**config.mk**
```make
export PLATFORM = sky130hd
export DESIGN_NAME = vga_pixel_unpack_flat
export DESIGN_NICKNAME = d
export VERILOG_FILES = /design/src/rtl/vga_pixel_unpack_if.sv /design/src/rtl/vga_pixel_unpack.sv /design/src/flat_wrapper.sv
export SDC_FILE = /design/constraint.sdc
export NUM_CORES = 1
export LEC_CHECK = 0
export BUFFER_PORTS_ARGS = -buffer_cell sky130_fd_sc_hd__buf_2
export CAP_MARGIN = 10
export CORE_MARGIN = 2
export CORE_UTILIZATION = 55
export CTS_CLUSTER_SIZE = 16
export DETAILED_ROUTE_END_ITERATION = 10
export PLACE_DENSITY = 0.79
export SETUP_SLACK_MARGIN = 0.15
export SLEW_MARGIN = 20
export SYNTH_ARGS = -nofsm -noshare
export SYNTH_HDL_FRONTEND = slang
export SYNTH_SLANG_ARGS = --single-unit
```
**constraint.sdc**
```tcl
create_clock -name clk -period 3.15 [get_ports clk]
set_clock_uncertainty 0.2 [all_clocks]
set_input_delay 0 -clock clk [delete_from_list [all_inputs] [get_ports clk]]
set_output_delay 0 -clock clk [all_outputs]
set_load 0.02 [all_outputs]
```
**src/rtl/vga_pixel_unpack_if.sv**
```systemverilog
// ============================================================================
// Module : vga_pixel_unpack_if
// Brief  : FIFO read port and pixel request/response bundle for the unpacker.
// Rev    : 1.0  initial release
// ============================================================================
`default_nettype none

interface vga_pixel_unpack_if #(
  parameter int DW = 32,
  parameter int CW = 8
);
  logic [DW-1:0] fifo_q;
  logic          fifo_empty;
  logic          rreq;
  logic          pix_req;
  logic          pix_vld;
  logic [CW-1:0] r;
  logic [CW-1:0] g;
  logic [CW-1:0] b;
  logic          underrun;

  // master = the unpacker; slave = FIFO plus timing generator side
  modport master (
    input  fifo_q, fifo_empty, pix_req,
    output rreq, pix_vld, r, g, b, underrun
  );

  modport slave (
    output fifo_q, fifo_empty, pix_req,
    input  rreq, pix_vld, r, g, b, underrun
  );
endinterface

`default_nettype wire

```
**src/rtl/vga_pixel_unpack.sv**
```systemverilog
// ============================================================================
// Module : vga_pixel_unpack
// Brief  : Pops 32-bit show-ahead FIFO words, emits one RGB888 pixel/request.
// Rev    : 1.0  initial release
// ============================================================================
`default_nettype none

module vga_pixel_unpack #(
  parameter int DW = 32,
  parameter int CW = 8
) (
  input  wire logic       clk,
  input  wire logic       aclr,
  input  wire logic       sclr,
  input  wire logic [1:0] cd,
  vga_pixel_unpack_if.master bus
);

  localparam logic [1:0] CD_GREY8 = 2'b00;
  localparam logic [1:0] CD_RGB16 = 2'b01;
  localparam logic [1:0] CD_RGB24 = 2'b10;
  localparam logic [1:0] CD_XRGB  = 2'b11;

  logic [1:0]      ph;
  logic [1:0]      ph_nxt;
  logic [23:0]     hold;
  logic [7:0]      byte_sel;
  logic [15:0]     half;
  logic [3*CW-1:0] pix;
  logic            uses_fifo;
  logic            need_pop;
  logic            accept;

  always_comb begin
    byte_sel  = '0;
    half      = ph[0] ? bus.fifo_q[15:0] : bus.fifo_q[DW-1 -: 16];
    pix       = '0;
    uses_fifo = 1'b1;
    need_pop  = 1'b0;
    ph_nxt    = ph;

    case (ph)
      2'd0:    byte_sel = bus.fifo_q[DW-1 -: 8];
      2'd1:    byte_sel = bus.fifo_q[DW-9 -: 8];
      2'd2:    byte_sel = bus.fifo_q[DW-17 -: 8];
      default: byte_sel = bus.fifo_q[7:0];
    endcase

    case (cd)
      CD_GREY8: begin
        pix      = {byte_sel, byte_sel, byte_sel};
        need_pop = (ph == 2'd3);
        ph_nxt   = ph + 2'd1;
      end
      CD_RGB16: begin
        pix      = {half[15:11], half[15:13], half[10:5], half[10:9],
                    half[4:0], half[4:2]};
        need_pop = ph[0];
        ph_nxt   = {1'b0, ~ph[0]};
      end
      CD_RGB24: begin
        // Three words carry four pixels; H keeps the tail of the last pop.
        case (ph)
          2'd0:    pix = bus.fifo_q[DW-1 -: 24];
          2'd1:    pix = {hold[7:0], bus.fifo_q[DW-1 -: 16]};
          2'd2:    pix = {hold[15:0], bus.fifo_q[DW-1 -: 8]};
          default: pix = hold;
        endcase
        uses_fifo = (ph != 2'd3);
        need_pop  = (ph != 2'd3);
        ph_nxt    = ph + 2'd1;
      end
      CD_XRGB: begin
        pix      = bus.fifo_q[23:0];
        need_pop = 1'b1;
        ph_nxt   = 2'd0;
      end
      default: ;
    endcase

    accept   = bus.pix_req & ~(uses_fifo & bus.fifo_empty);
    bus.rreq = accept & need_pop & ~sclr & aclr;
  end

  always_ff @(posedge clk or negedge aclr) begin
    if (!aclr) begin
      ph           <= 2'd0;
      hold         <= '0;
      bus.pix_vld  <= 1'b0;
      bus.r        <= '0;
      bus.g        <= '0;
      bus.b        <= '0;
      bus.underrun <= 1'b0;
    end else if (sclr) begin
      ph           <= 2'd0;
      hold         <= '0;
      bus.pix_vld  <= 1'b0;
      bus.r        <= '0;
      bus.g        <= '0;
      bus.b        <= '0;
      bus.underrun <= 1'b0;
    end else begin
      bus.pix_vld <= accept;
      if (accept) begin
        {bus.r, bus.g, bus.b} <= pix;
        ph                    <= ph_nxt;
      end
      if (bus.rreq)
        hold <= bus.fifo_q[23:0];
      if (bus.pix_req && !accept)
        bus.underrun <= 1'b1;
    end
  end

endmodule

`default_nettype wire

```
**src/flat_wrapper.sv**
```systemverilog
// flat-port wrapper written by rule: the top's interface ports become plain ports
module vga_pixel_unpack_flat 
#(
  parameter int DW = 32,
  parameter int CW = 8
)
  (clk, aclr, sclr, cd, bus_fifo_q, bus_fifo_empty, bus_pix_req, bus_rreq, bus_pix_vld, bus_r, bus_g, bus_b, bus_underrun);
  vga_pixel_unpack_if #(.DW(DW), .CW(CW)) bus_i ();
  input  wire logic clk;
  input  wire logic aclr;
  input  wire logic sclr;
  input  wire logic [1:0] cd;
  input wire logic [$bits(bus_i.fifo_q)-1:0] bus_fifo_q;
  input wire logic [$bits(bus_i.fifo_empty)-1:0] bus_fifo_empty;
  input wire logic [$bits(bus_i.pix_req)-1:0] bus_pix_req;
  output wire logic [$bits(bus_i.rreq)-1:0] bus_rreq;
  output wire logic [$bits(bus_i.pix_vld)-1:0] bus_pix_vld;
  output wire logic [$bits(bus_i.r)-1:0] bus_r;
  output wire logic [$bits(bus_i.g)-1:0] bus_g;
  output wire logic [$bits(bus_i.b)-1:0] bus_b;
  output wire logic [$bits(bus_i.underrun)-1:0] bus_underrun;
  assign bus_i.fifo_q = bus_fifo_q;
  assign bus_i.fifo_empty = bus_fifo_empty;
  assign bus_i.pix_req = bus_pix_req;
  assign bus_rreq = bus_i.rreq;
  assign bus_pix_vld = bus_i.pix_vld;
  assign bus_r = bus_i.r;
  assign bus_g = bus_i.g;
  assign bus_b = bus_i.b;
  assign bus_underrun = bus_i.underrun;
  vga_pixel_unpack #(.DW(DW), .CW(CW)) u_core (.clk(clk), .aclr(aclr), .sclr(sclr), .cd(cd), .bus(bus_i));
endmodule
```
## After elaboration in Yosys (flattened, before gate mapping)

Index checks and enable logic that the tools add are counted.

- Flip-flop bits (word level): 52
- Output and inout bits: 27
- Word-level logic and storage cells: 51

- $add $sub $neg: 1
- Equal/unequal tests: 7
- Mux-type cells: 20
- Bitwise logic cells: 8
- Reduce and logical (&&, ||, !) cells: 8

Operators with widths:

| cell | number |
|---|---|
| 24-bit case mux with 4 select lines | 1 |
| 24-bit case mux with 3 select lines | 1 |
| 24-bit two-way mux | 2 |
| 8-bit two-way mux | 6 |
| 8-bit case mux with 3 select lines | 1 |
| 16-bit two-way mux | 1 |
| 2-bit equality test, second input constant | 4 |
| 2-bit case mux with 3 select lines | 1 |
| 2-bit nonzero test | 3 |
| 1-bit AND | 5 |
| 2-bit by 1-bit equality test with 1-bit output, second input constant | 2 |
| 2-bit zero test | 2 |
| 1-bit two-way mux | 4 |
| 2-bit two-way mux | 2 |
| 1-bit case mux with 4 select lines | 1 |
| 1-bit inverter | 3 |
| 2-bit by 1-bit adder with 2-bit output, second input constant | 1 |
| 2-bit inequality test, second input constant | 1 |
| 2-bit OR reduction | 1 |
| 1-bit logical AND | 1 |
| 1-bit zero test | 1 |

## Longest topological paths before layout

- Word-level depth: 10
- Mapped depth: 8

## Worst setup path before layout

OpenSTA, ideal clock, no wires.

- Path type: reg2reg
- Start point: register u_core.ph[0]
- End point: register u_core.hold[16]
- Data arrival time: 1.701 ns
- Path slack: 1.124 ns
- Cell stages (with the launch flop): 8
- Path buffers: 2
- Period minus slack after synthesis: 2.026 ns
- Path through: dfrtp_1 > ha_1 > xnor2_1 > a22oi_1 > and3_1 > buf_6 > buf_12 > mux2_4

- Longest elaborated chain between the ends: 9

Ends and longest elaborated chain:

| element | RTL line | source |
|---|---|---|
| from (decl) | vga_pixel_unpack.sv:24 | `logic [1:0] ph;` |
| from (signal assigned) | vga_pixel_unpack.sv:106 | `ph <= ph_nxt;` |
| 2-bit inequality test | vga_pixel_unpack.sv:69, vga_pixel_unpack.sv:70 |  |
| 1-bit two-way mux | vga_pixel_unpack.sv:49 | `case (cd)` |
| 1-bit AND | vga_pixel_unpack.sv:81 | `accept = bus.pix_req & ~(uses_fifo & bus.fifo_empty);` |
| 1-bit inverter | vga_pixel_unpack.sv:81 |  |
| 1-bit AND | vga_pixel_unpack.sv:81 |  |
| 1-bit AND * (3 in a row) | vga_pixel_unpack.sv:82 | `bus.rreq = accept & need_pop & ~sclr & aclr;` |
| named net bus_rreq | flat_wrapper.sv:16 | `output wire logic [$bits(bus_i.rreq)-1:0] bus_rreq;` |
| 2-bit nonzero test (no source line) * | n/a |  |
| to (signal assigned) | vga_pixel_unpack.sv:109 | `hold <= bus.fifo_q[23:0];` |
| to (decl) | vga_pixel_unpack.sv:26 | `logic [23:0] hold;` |

Mark *: on every way through the listed nets, which the timed path passes. The rest lies on a longest branch.
A chain may end at the register's enable or synchronous reset.

## Worst setup path after layout

- Start point: register u_core.ph[0]
- End point: register u_core.bus.r[1]

- Longest elaborated chain between the ends: 6

Ends and longest elaborated chain:

| element | RTL line | source |
|---|---|---|
| branches (longest 6 deep; another with 24-bit case mux with 3 select lines) | n/a |  |
| to (signal assigned) | vga_pixel_unpack.sv:105 | `{bus.r, bus.g, bus.b} <= pix;` |
| to (decl) | vga_pixel_unpack_if.sv:25 | `output rreq, pix_vld, r, g, b, underrun` |

Several ways; the timed one is not identified. The select of a mux whose other input is x is not followed.

==> parameters.txt <==
Parameter                              Value

Final layout
  Final nets ... 551
  Sequential Area ... 1300 um2
  Number of diodes ... 0
  Filler Cell Count ... 515
  Area used by multi-input combinational logic ... 2110 um2
  Layout overhead on the synthesized area ... 19.5%
  Final cell count without fillers ... 584
  Share of the core filled with cells ... 0.690
  Share of final-layout standard cells stronger than drive strength 1 ... 0.219
  Area of all placed cells without fillers ... 4430 um2

Power
  Power density over the cells ... 369 nW/um2
  Portion of total power attributed to sequential cells ... 0.436
  Leakage power summed over all cells ... 2.01 nW
  Switching power of the nets ... 476 uW
  Proportion of power drawn by combinational gates ... 0.233
  Sw frac ... 0.291
  Internal Pwr Total ... 1.16 mW
  Peak supply drop ... 285 uV
  Clock network fraction of total power ... 0.331

Timing
  Ratio of final minimum period to clock period ... 0.814
  Number of hold violations in the final report ... 0
  Setup repair after global routing missed its margin ... false
  Final sum of negative setup slack ... 0 ns
  Achievable Freq ... 390 MHz
  Number of max-slew violations in the final report ... 0
  Worst-case headroom to the max-slew limit ... 0.418
  Actual slew at the worst max-slew pin ... 0.873 ns
  Final count of negative-setup-slack endpoints ... 0
  Setup slack after layout ... 0.586 ns
  Clock period minus final worst setup slack ... 2.56 ns

Hold path
  Worst hold path depth ... 5
  Min-Delay Path Class ... input port to flop

Clock network
  Clock transition at path regs ... 0.10 ns
  Clock tree root buffer cell ... sky130_fd_sc_hd__clkbuf_8
  CTS buffer count ... 5
  Clock tree buffer depth ... 2
  CTS tree ... yes
  H-tree levels ... 2
  Clk sinks ... 52
  Buffer count from post-CTS setup fixing ... 0
  Clock network latency to the later pin of the worst-skew pair ... 0.31 ns
  Number of instances resized during post-cts repair ... 0

Drt
  Number of vias per cell ... 6.33
  Routed wire length ... 10600 um
  Post-detailed-route wirelength per cell ... 18.2 um
  Number of DRC markers after the initial detailed-route iteration ... 533
  Number of detailed-route iterations in the first pass ... 5
  DRC violation count after routing ... 0
  Post-detailed-route count of antenna-violating nets ... 0
  Vias post-DR ... 3699

Worst setup path
  Startpoint-to-endpoint class of the critical path ... flop to flop
  Critical Path Most Common Cell ... sky130_fd_sc_hd__o21ai_0
  Crit path required time ... 3.18 ns
  Maximum net fanout on the critical path ... 20
  Number of cell instances on the worst register-to-register path ... 7
  Critical Path Source Type ... flop
  Cell breakdown of the critical path ... inv_1, ha_1, buf_4, a22oi_1, a21oi_1, o21ai_0, o21ai_0
  Arrival time at the worst endpoint ... 2.60 ns
  Kind of end point of the critical path ... flop
  Logic depth of the worst path, buffers included ... 7
  Cell family contributing the most delay on the critical path ... compound AO/OA/AOI/OAI gates
  Delay contributed by the slowest stage of the critical path ... 0.68 ns
  Buffers & Inverters on Critical Path ... 2
  Highest-delay cell along the critical path ... sky130_fd_sc_hd__ha_1

Outcome
  Status ... complete, no violations

Floorplanning
  IO Pins ... 66
  Number of core rows ... 29
  Height of the die ... 86.1 um
  Std-Cell Core Area ... 6420 um2
  Die Footprint ... 7420 um2
  Initial core utilization ... 0.577
  Width of the die ... 86.1 um

GRT
  Pin count of the biggest net entering global routing ... 53
  Combined global-route utilization of all metal layers ... 0.290
  Wire length of the first global-routing pass ... 16900 um
  Remaining Overflow, GRT ... 0
  Number of global-route vias before repair ... 3348
  Number of antenna violations at the first check in global routing ... 0

Synthesis
  Register bit total from synthesis ... 52
  Number of nets produced by synthesis ... 474
  Yosys top cell area share ... 0.351
  Parity-gate share of the synthesized area counting xor and xnor cells ... 0.00236
  Share of cell area taken by muxes after synthesis ... 0.145
  Dominant cells by area after synthesis ... sky130_fd_sc_hd__dfrtp_1, sky130_fd_sc_hd__nand2_1, sky130_fd_sc_hd__mux2_4
  Most frequent cell after synthesis ... sky130_fd_sc_hd__nand2_1
  Synthesized area per cell ... 8.62 um2
  Commonest cells post-synth ... sky130_fd_sc_hd__nand2_1, sky130_fd_sc_hd__dfrtp_1, sky130_fd_sc_hd__a21oi_1
  Post-Syn Instances ... 430
  Fraction of the mapped netlist area in simple logic gates ... 0.152
  Count of yosys warnings during synthesis ... 0
  Number of synthesized flops with an enable pin ... 0
  Complex-gate fraction of the synthesized area ... 0.253
  Mapped Area ... 3710 um2
  Adder-cell share of the synthesized area ... 0.0169
  Post-synthesis async set-or-reset flop share ... 1.00
  Post-synth top flop ... sky130_fd_sc_hd__dfrtp_1
  Number of distinct library cell variants in the gate-level netlist after synthesis ... 33
  Seq/Total Area, Yosys ... 0.351
  Area leader, netlist ... sky130_fd_sc_hd__dfrtp_1
  Combinational family with the most area after synthesis ... compound AO/OA/AOI/OAI gates

Placed design
  Dpl cell area ... 4010 um2
  Placed insts ... 548
  Routability cong. ... 0.901
  Number of buffer cells added on primary ports ... 65
  HPWL after DPL ... 7190 um
  Worst setup slack before clock tree synthesis ... 0.705 ns

Job
  Max-capacitance violation count ... 0
[per-layer routing]
metal	vias to the layer above	GRT usage	part of all wire
met2	239	0.439	0.45
met5	-	0	0
li1	1677	-	-
met3	26	0.0703	0.092
met4	0	0.0736	0.019
met1	1757	0.416	0.44
[kinds of logic after synthesis]
logic type	count (synthesis)
compound gates	145
xor+xnor	1
fa+ha+maj	5
buf+inv	59
flops	52
mux	44
simple gates	124
[flip-flops by register name, indices dropped and copies added, names as in the netlist]
register and cells:
u_core.bus.g 8, u_core.ph 2, u_core.hold 24, u_core.bus.pix_vld 1, u_core.bus.b 8, u_core.bus.r 8, u_core.bus.underrun 1
[worst paths after layout]
kind,from,endpoint,slack (ns)
min reg2reg,u_core.bus.r[7],u_core.bus.r[7],0.29
max reg2reg,u_core.ph[0],u_core.bus.r[1],0.59
min in group asynchronous,aclr,u_core.hold[20],0.18
min,bus_fifo_q[24],u_core.bus.b[0],0.02
max in group asynchronous,aclr,u_core.hold[11],2.12
max,u_core.ph[0],u_core.bus.r[1],0.59
[area by class of cell]
class,instances,share of cell area
timing repair buffer,107,0.161
multi-input combinational,319,0.476
sequential,52,0.294
clock buffer,5,0.0155
tap,77,0.0217
inverter,22,0.0186
clock inverter,2,0.0136
[through the flow]
step | total power, mW | hold WS [ns]
4_1_cts | 1.64 | 0.0196
5_1_grt | 1.69 | 0.0586
3_3_place_gp | 1.06 | 0.00564
3_5_place_dp | 1.07 | 0.0160
6_report | 1.64 | 0.0210
2_1_floorplan | 0.940 | -0.496
[tightest hold or removal path, delay by kind of cell]
kind	cells	cell delay [ns]
compound gates	2	0.24
simple gates	2	0.13
buf+inv	1	0.12
[power by group through the flow]
stage / combinational [mW] / clock (mW) / sequential, mW
finish: 0.381 / 0.542 / 0.713
global route: 0.412 / 0.562 / 0.716
CTS: 0.373 / 0.551 / 0.713
detailed placement: 0.343 / 0 / 0.726
global placement: 0.335 / 0 / 0.725
floorplan: 0.192 / 0 / 0.747
[cells in the final DEF, fill, tap and decap left out, drive strengths merged, types with 2 or more instances in the layout]
cell type	Yosys	final
ha	5	5
dfrtp	52	52
mux2i	21	21
a221oi	14	14
a211oi	5	5
o21ai	33	33
nand2	73	73
a222oi	4	4
a21oi	48	48
bufinv	0	2
nor2	15	15
dlygate4sd3	0	29
clkbuf	18	5
a32oi	2	2
mux2	23	23
nand2b	4	4
inv	22	22
a22oi	35	35
buf	19	78
nor2b	28	28
[what timing repair did]
item | CTS | global route
endpoints found under the hold margin | 93 | 0
endpoints found under the setup margin | 0 | 0
hold buffers | 29 | 0
Power figures use the tool's default switching activity.
